--- config.mk ---
export PLATFORM = sky130hd
export DESIGN_NAME = alu_md_unit
export DESIGN_NICKNAME = d
export VERILOG_FILES = /design/src/rtl/alu_pkg.sv /design/src/rtl/div_iter.sv /design/src/rtl/alu_md_unit.sv
export SDC_FILE = /design/constraint.sdc
export NUM_CORES = 2
export LEC_CHECK = 0
export BUFFER_PORTS_ARGS = -buffer_cell sky130_fd_sc_hd__buf_2
export CORE_MARGIN = 2
export CORE_UTILIZATION = 35
export CTS_CLUSTER_SIZE = 20
export DETAILED_ROUTE_END_ITERATION = 6
export HOLD_SLACK_MARGIN = 0.05
export PLACE_DENSITY_LB_ADDON = 0.3
export SYNTH_ARGS = -nofsm -noshare
export SYNTH_HDL_FRONTEND = slang
export SYNTH_SLANG_ARGS = --single-unit
--- constraint.sdc ---
create_clock -name clk -period 24.3 [get_ports clk]
set_clock_uncertainty 0.15 [all_clocks]
set_input_delay 2.43 -clock clk [delete_from_list [all_inputs] [get_ports clk]]
set_output_delay 2.43 -clock clk [all_outputs]
set_load 0.005 [all_outputs]
--- src/rtl/alu_pkg.sv ---
// alu_pkg: opcode constants, ALU operation encoding and decode helpers
package alu_pkg;
    localparam logic [6:0] OPC_LUI    = 7'b0110111;
    localparam logic [6:0] OPC_AUIPC  = 7'b0010111;
    localparam logic [6:0] OPC_JAL    = 7'b1101111;
    localparam logic [6:0] OPC_JALR   = 7'b1100111;
    localparam logic [6:0] OPC_BRANCH = 7'b1100011;
    localparam logic [6:0] OPC_LOAD   = 7'b0000011;
    localparam logic [6:0] OPC_STORE  = 7'b0100011;
    localparam logic [6:0] OPC_OP_IMM = 7'b0010011;
    localparam logic [6:0] OPC_OP     = 7'b0110011;
    localparam logic [6:0] OPC_SYSTEM = 7'b1110011;

    localparam logic [2:0] F3_BEQ  = 3'b000;
    localparam logic [2:0] F3_BNE  = 3'b001;
    localparam logic [2:0] F3_BLT  = 3'b100;
    localparam logic [2:0] F3_BGE  = 3'b101;
    localparam logic [2:0] F3_BLTU = 3'b110;
    localparam logic [2:0] F3_BGEU = 3'b111;

    typedef enum logic [4:0] {
        ALU_ADD = 5'd0, ALU_SUB, ALU_SLL, ALU_SLT, ALU_SLTU,
        ALU_XOR, ALU_SRL, ALU_SRA, ALU_OR, ALU_AND,
        ALU_MUL = 5'd16, ALU_MULH, ALU_MULHSU, ALU_MULHU,
        ALU_DIV, ALU_DIVU, ALU_REM, ALU_REMU
    } aluop_t;

    // alt selects SUB/SRA; sub_ok is clear for OP-IMM, where funct7 is immediate bits
    function automatic aluop_t dec_alu(input logic [2:0] f3, input logic alt, input logic sub_ok);
        case (f3)
            3'b000:  return (alt && sub_ok) ? ALU_SUB : ALU_ADD;
            3'b001:  return ALU_SLL;
            3'b010:  return ALU_SLT;
            3'b011:  return ALU_SLTU;
            3'b100:  return ALU_XOR;
            3'b101:  return alt ? ALU_SRA : ALU_SRL;
            3'b110:  return ALU_OR;
            default: return ALU_AND;
        endcase
    endfunction

    function automatic aluop_t dec_mul(input logic [2:0] f3);
        case (f3)
            3'b000:  return ALU_MUL;
            3'b001:  return ALU_MULH;
            3'b010:  return ALU_MULHSU;
            3'b011:  return ALU_MULHU;
            3'b100:  return ALU_DIV;
            3'b101:  return ALU_DIVU;
            3'b110:  return ALU_REM;
            default: return ALU_REMU;
        endcase
    endfunction
endpackage

--- src/rtl/div_iter.sv ---
// div_iter: unsigned restoring radix-2 divider, one quotient bit per cycle
module div_iter #(
    parameter int XLEN = 32
) (
    input  logic            clk,
    input  logic            rst,
    input  logic            start,
    input  logic [XLEN-1:0] dividend,
    input  logic [XLEN-1:0] divisor,
    output logic            done,
    output logic [XLEN-1:0] quotient,
    output logic [XLEN-1:0] remainder
);
    localparam int CW = $clog2(XLEN) + 1;

    logic [CW-1:0]   cnt;
    logic [XLEN-1:0] dsr;
    logic [XLEN:0]   shifted;
    logic [XLEN:0]   diff;

    assign shifted = {remainder, quotient[XLEN-1]};
    assign diff    = shifted - {1'b0, dsr};
    // high when the current edge completes the final iteration
    assign done    = cnt == CW'(1);

    always_ff @(posedge clk) begin
        if (rst) begin
            cnt       <= '0;
            dsr       <= '0;
            quotient  <= '0;
            remainder <= '0;
        end else if (start) begin
            cnt       <= CW'(XLEN);
            dsr       <= divisor;
            quotient  <= dividend;
            remainder <= '0;
        end else if (cnt != '0) begin
            cnt       <= cnt - CW'(1);
            remainder <= diff[XLEN] ? shifted[XLEN-1:0] : diff[XLEN-1:0];
            quotient  <= {quotient[XLEN-2:0], ~diff[XLEN]};
        end
    end
endmodule

--- src/rtl/alu_md_unit.sv ---
// alu_md_unit: RV32I/M execute unit with registered result over valid/ready
module alu_md_unit
    import alu_pkg::*;
#(
    parameter int XLEN = 32,
    parameter bit EN_M = 1'b1
) (
    input  logic            clk,
    input  logic            rst,
    input  logic            in_valid,
    output logic            in_ready,
    input  logic [6:0]      opc,
    input  logic [2:0]      funct3,
    input  logic [6:0]      funct7,
    input  logic [XLEN-1:0] src_a,
    input  logic [XLEN-1:0] src_b,
    output logic            out_valid,
    input  logic            out_ready,
    output logic [XLEN-1:0] result,
    output logic            cmp_taken,
    output logic            illegal,
    output logic            busy
);
    localparam int SHW = $clog2(XLEN);
    localparam logic [1:0] IDLE = 2'd0, DIV_BUSY = 2'd1, DIV_FIX = 2'd2;

    logic [1:0]        state;
    aluop_t            op;
    logic              is_br, ill_c, cmp_raw, cmp_c;
    logic              accept, is_div, sgn_div, is_rem, div_zero, div_ovf, div_go, div_done;
    logic              neg_q, neg_r, rem_sel;
    logic [XLEN-1:0]   res_raw, res_c, mag_a, mag_b, quo, rem, fix_res;
    logic [2*XLEN-1:0] a_ext, b_ext, prod;
    logic [SHW-1:0]    shamt;

    assign in_ready = state == IDLE && (!out_valid || out_ready);
    assign accept   = in_valid && in_ready;
    assign busy     = state != IDLE;

    always_comb begin
        op    = ALU_ADD;
        ill_c = 1'b0;
        is_br = 1'b0;
        case (opc)
            OPC_LUI, OPC_AUIPC, OPC_JAL, OPC_JALR, OPC_LOAD, OPC_STORE, OPC_SYSTEM: op = ALU_ADD;
            OPC_BRANCH: begin
                is_br = 1'b1;
                ill_c = funct3[2:1] == 2'b01;
            end
            OPC_OP, OPC_OP_IMM: begin
                if (opc == OPC_OP && funct7 == 7'b0000001) begin
                    ill_c = !EN_M;
                    op    = EN_M ? dec_mul(funct3) : ALU_ADD;
                end else if (opc == OPC_OP && funct7 != 7'b0000000 && funct7 != 7'b0100000)
                    ill_c = 1'b1;
                else
                    op = dec_alu(funct3, funct7[5], opc == OPC_OP);
            end
            default: ill_c = 1'b1;
        endcase
    end

    assign shamt = src_b[SHW-1:0];
    // sign-extended operands make one wrapping 2*XLEN multiply serve all four MUL variants
    assign a_ext = {{XLEN{op != ALU_MULHU && src_a[XLEN-1]}}, src_a};
    assign b_ext = {{XLEN{(op == ALU_MUL || op == ALU_MULH) && src_b[XLEN-1]}}, src_b};
    assign prod  = a_ext * b_ext;

    assign is_div   = op inside {ALU_DIV, ALU_DIVU, ALU_REM, ALU_REMU};
    assign sgn_div  = op == ALU_DIV || op == ALU_REM;
    assign is_rem   = op == ALU_REM || op == ALU_REMU;
    assign div_zero = src_b == '0;
    assign div_ovf  = sgn_div && src_a == {1'b1, {(XLEN-1){1'b0}}} && src_b == '1;
    assign div_go   = accept && is_div && !div_zero && !div_ovf;
    assign mag_a    = (sgn_div && src_a[XLEN-1]) ? -src_a : src_a;
    assign mag_b    = (sgn_div && src_b[XLEN-1]) ? -src_b : src_b;

    always_comb begin
        case (op)
            ALU_ADD:                          res_raw = src_a + src_b;
            ALU_SUB:                          res_raw = src_a - src_b;
            ALU_SLL:                          res_raw = src_a << shamt;
            ALU_SLT:                          res_raw = XLEN'($signed(src_a) < $signed(src_b));
            ALU_SLTU:                         res_raw = XLEN'(src_a < src_b);
            ALU_XOR:                          res_raw = src_a ^ src_b;
            ALU_SRL:                          res_raw = src_a >> shamt;
            ALU_SRA:                          res_raw = $unsigned($signed(src_a) >>> shamt);
            ALU_OR:                           res_raw = src_a | src_b;
            ALU_AND:                          res_raw = src_a & src_b;
            ALU_MUL:                          res_raw = prod[XLEN-1:0];
            ALU_MULH, ALU_MULHSU, ALU_MULHU:  res_raw = prod[2*XLEN-1:XLEN];
            ALU_DIV, ALU_DIVU:                res_raw = div_zero ? '1 : src_a;
            ALU_REM, ALU_REMU:                res_raw = div_zero ? src_a : '0;
            default:                          res_raw = '0;
        endcase
    end

    always_comb begin
        case (funct3)
            F3_BEQ:  cmp_raw = src_a == src_b;
            F3_BNE:  cmp_raw = src_a != src_b;
            F3_BLT:  cmp_raw = $signed(src_a) < $signed(src_b);
            F3_BGE:  cmp_raw = $signed(src_a) >= $signed(src_b);
            F3_BLTU: cmp_raw = src_a < src_b;
            F3_BGEU: cmp_raw = src_a >= src_b;
            default: cmp_raw = 1'b0;
        endcase
    end

    assign res_c   = (ill_c || is_br) ? '0 : res_raw;
    assign cmp_c   = is_br && !ill_c && cmp_raw;
    assign fix_res = rem_sel ? (neg_r ? -rem : rem) : (neg_q ? -quo : quo);

    div_iter #(.XLEN(XLEN)) u_div (
        .clk       (clk),
        .rst       (rst),
        .start     (div_go),
        .dividend  (mag_a),
        .divisor   (mag_b),
        .done      (div_done),
        .quotient  (quo),
        .remainder (rem)
    );

    always_ff @(posedge clk) begin
        if (rst) begin
            state     <= IDLE;
            out_valid <= 1'b0;
            result    <= '0;
            cmp_taken <= 1'b0;
            illegal   <= 1'b0;
            neg_q     <= 1'b0;
            neg_r     <= 1'b0;
            rem_sel   <= 1'b0;
        end else begin
            if (out_valid && out_ready)
                out_valid <= 1'b0;
            if (div_go) begin
                state   <= DIV_BUSY;
                neg_q   <= sgn_div && (src_a[XLEN-1] ^ src_b[XLEN-1]);
                neg_r   <= sgn_div && src_a[XLEN-1];
                rem_sel <= is_rem;
            end else if (accept) begin
                out_valid <= 1'b1;
                result    <= res_c;
                cmp_taken <= cmp_c;
                illegal   <= ill_c;
            end
            if (state == DIV_BUSY && div_done)
                state <= DIV_FIX;
            if (state == DIV_FIX && (!out_valid || out_ready)) begin
                state     <= IDLE;
                out_valid <= 1'b1;
                result    <= fix_res;
                cmp_taken <= 1'b0;
                illegal   <= 1'b0;
            end
        end
    end
endmodule

==> impl_metrics.toml <==
[outcome]
status = "complete, but fails checks"
violations = "max-slew violations"

[routing]
drc = 0
wl_per_cell_um = 29.5
viasPerCell = 5.80
ant_nets = 0
drt-initial-drc-count = 5677
first_pass_iters = 6
route.vias.total = 51992
wirelength_um = 264000

[global_route]
antenna_found_initial = 23
grt_pass1_wl_um = 380000
grt_pass1_vias = 52777
grt.overflow.total = 0
grt_max_degree = 82
grt_usage_pct = 32.0

[clock_network]
cts-root-buf = "clkbuf_16"
cts.sinks = 142
clockBufferDepth = 2
postCtsResizedCells = 0
clock_latency_ns = 0.45
cts_hold_buf = 0
cts_tree = "done"
h-tree-depth = 4
postCtsSetupRepairBufs = 0
worst_setup_hold_path_clk_slew_ns = 0.06
cts_buffers = 17

[place]
dpl_cell_area_mm2 = 0.0595
numPortBuffers = 121
place_congestion = 1.05
dpl.hpwl_um = 205000

[sta]
rsz0062_at_grt = "false"
slew_headroom_pct = -2.93
tightest_slew_ns = 1.54
fin_hold_ws_ns = 0.310
setup_tns_ns = 0
period_share_pct = 54.3
hold_viol_final = 0
fin_crit_ns = 13.19
drv_slew = 1
setup_viol = 0
max_freq_mhz = 75.8

[final_layout]
layout_commonest_cell = "inv_1"
layout_common_cells = "1,235 x inv_1, 1,128 x fa_1, 1,035 x nand2_1"
layout-drive-gt1-share_pct = 6.30
fillers = 16807
fin_nets = 8347
design_area_mm2 = 0.0601
area_growth_pct = 5.96
fin_util_pct = 37.4

[worst_setup_path]
crit_fanout = 32
end_kind = "flop"
crit_path_start_kind = "input pin"
critical_path_class = "in2reg"
worstPathArrival_ns = 13.32
worstPathRequired_ns = 24.43

[die]
die_x_um = 407
die-area_mm2 = 0.165
core_mm2 = 0.161
die_y_um = 407
rows = 147
start_util_pct = 35.3
num_io_pins = 122

[logic_synthesis]
ys.flop_type = "dfxtp_1"
synth_area_mm2 = 0.0567
ys_seq_elements = 142
yosys_warnings = 0
async_flop_share_pct = 0
synthCells = 6948
syn_area_per_cell_um2 = 8.17
synth_enable_flop_cells = 0
syn_nets = 8509
ys_seq_area_share_pct = 5.01
yosysUniqueCellTypes = 89

[hold_path]
holdCritPathClass = "reg2reg"

[flow_run]
drv_cap = 0
==> registers in the layout, indices dropped and copies added (netlist names) <==
signal and cells:
u_div.dsr 32, neg_r 1, result 32, state 2, cmp_taken 1, rem_sel 1, u_div.remainder 32, neg_q 1
u_div.quotient 32, illegal 1, out_valid 1, u_div.cnt 6
==> kinds of logic after synthesis <==
kind of cell | after synthesis | share of synthesized area, %
AOI/OAI and AO/OA | 1109 | 13.1
DFF | 142 | 5.01
muxes | 113 | 3.26
adders and majority gates | 1476 | 47.5
buffers and inverters | 1717 | 11.4
and+or+nand+nor | 2162 | 16.2
xor gates and xnor gates | 229 | 3.54
==> critical path, stage by stage <==
cell and delay, ns:
buf_2 0.09, or4_1 0.65, or3_1 0.46, o21ai_1 0.66, o41a_1 0.26, buf_4 0.38, nand2_1 0.19, inv_1 0.17
fa_1 0.50, fa_1 0.63, fa_1 0.56, inv_1 0.42, fa_1 0.53, fa_1 0.51, fa_1 0.57, fa_1 0.43
fa_1 0.49, inv_1 0.04, ha_1 0.39, nor2_1 0.11, or3_1 0.38, a211oi_1 0.22, nor2_1 0.16, nor3_1 0.28
nor2_1 0.11, xnor2_1 0.21, a221oi_1 1.27, o22ai_1 0.15
==> cell type report <==
cell class              count  area (µm²)  area share, %
flip-flops and latches    142        2840           4.73
clock buffers              21         460          0.766
diodes                      7        17.5         0.0291
clock inverters            10         105          0.175
inverters                1265        4750           7.90
multi-input cells        5089       47500           79.0
well taps                2160        2700           4.50
repair buffers            271        1740           2.90
==> Yosys cell counts, drive strengths merged (21+ instances only) <==
master | n | area [µm²]
o41ai | 24 | 210
fa | 1128 | 22600
o31ai | 49 | 382
nor4 | 28 | 200
nand4 | 48 | 300
or3 | 31 | 194
clkbuf | 344 | 1290
and3 | 29 | 181
a31oi | 71 | 444
a21oi | 246 | 1250
dfxtp | 142 | 2840
o211ai | 28 | 210
nor3 | 84 | 420
nand2b | 35 | 219
inv | 1250 | 4690
a211oi | 94 | 706
a311oi | 39 | 342
xnor2 | 173 | 1520
xor2 | 56 | 490
a221oi | 23 | 208
o21bai | 21 | 158
o22ai | 24 | 150
buf | 108 | 427
ha | 348 | 4350
nand2 | 1037 | 3890
a21o | 62 | 465
nor2b | 29 | 181
nand3 | 62 | 310
and2 | 41 | 257
mux4 | 57 | 1280
o21ai | 225 | 1130
mux2i | 52 | 521
nor2 | 680 | 2550
or4 | 24 | 195
==> metrics by stage <==
| stage | setup slack [ns] | instances |
|---|---|---|
| after global placement | 11.03 | 8927 |
| after detailed placement | 10.95 | 8927 |
| after global routing | 10.83 | 8958 |
| final | 11.11 | 8965 |
| after CTS | 11.39 | 8958 |
| after floorplan | 12.68 | 6948 |
==> metal layers <==
layer  routed length, µm  GRT usage (%)  up-vias
met3               25200           6.69      628
li1                    -              -    21756
met2              113000           48.0     2756
met1              109000           43.5    26838
met5                  93              0        -
met4               16300           16.0       14
==> final timing paths <==
| check | startpoint | cells past startpoint | slack, ns | endpoint |
|---|---|---|---|---|
| hold / removal | u_div.dsr[31] | 2 | 0.31 | u_div.dsr[31] |
| setup reg to reg | u_div.quotient[31] | 14 | 19.58 | u_div.remainder[24] |
| setup / recovery | funct7[1] | 28 | 11.11 | result[17] |
| hold reg to reg | u_div.dsr[31] | 2 | 0.31 | u_div.dsr[31] |
Power is not shown: default switching activity piles up to over one toggle a cycle in this logic, so the estimate is an artifact.
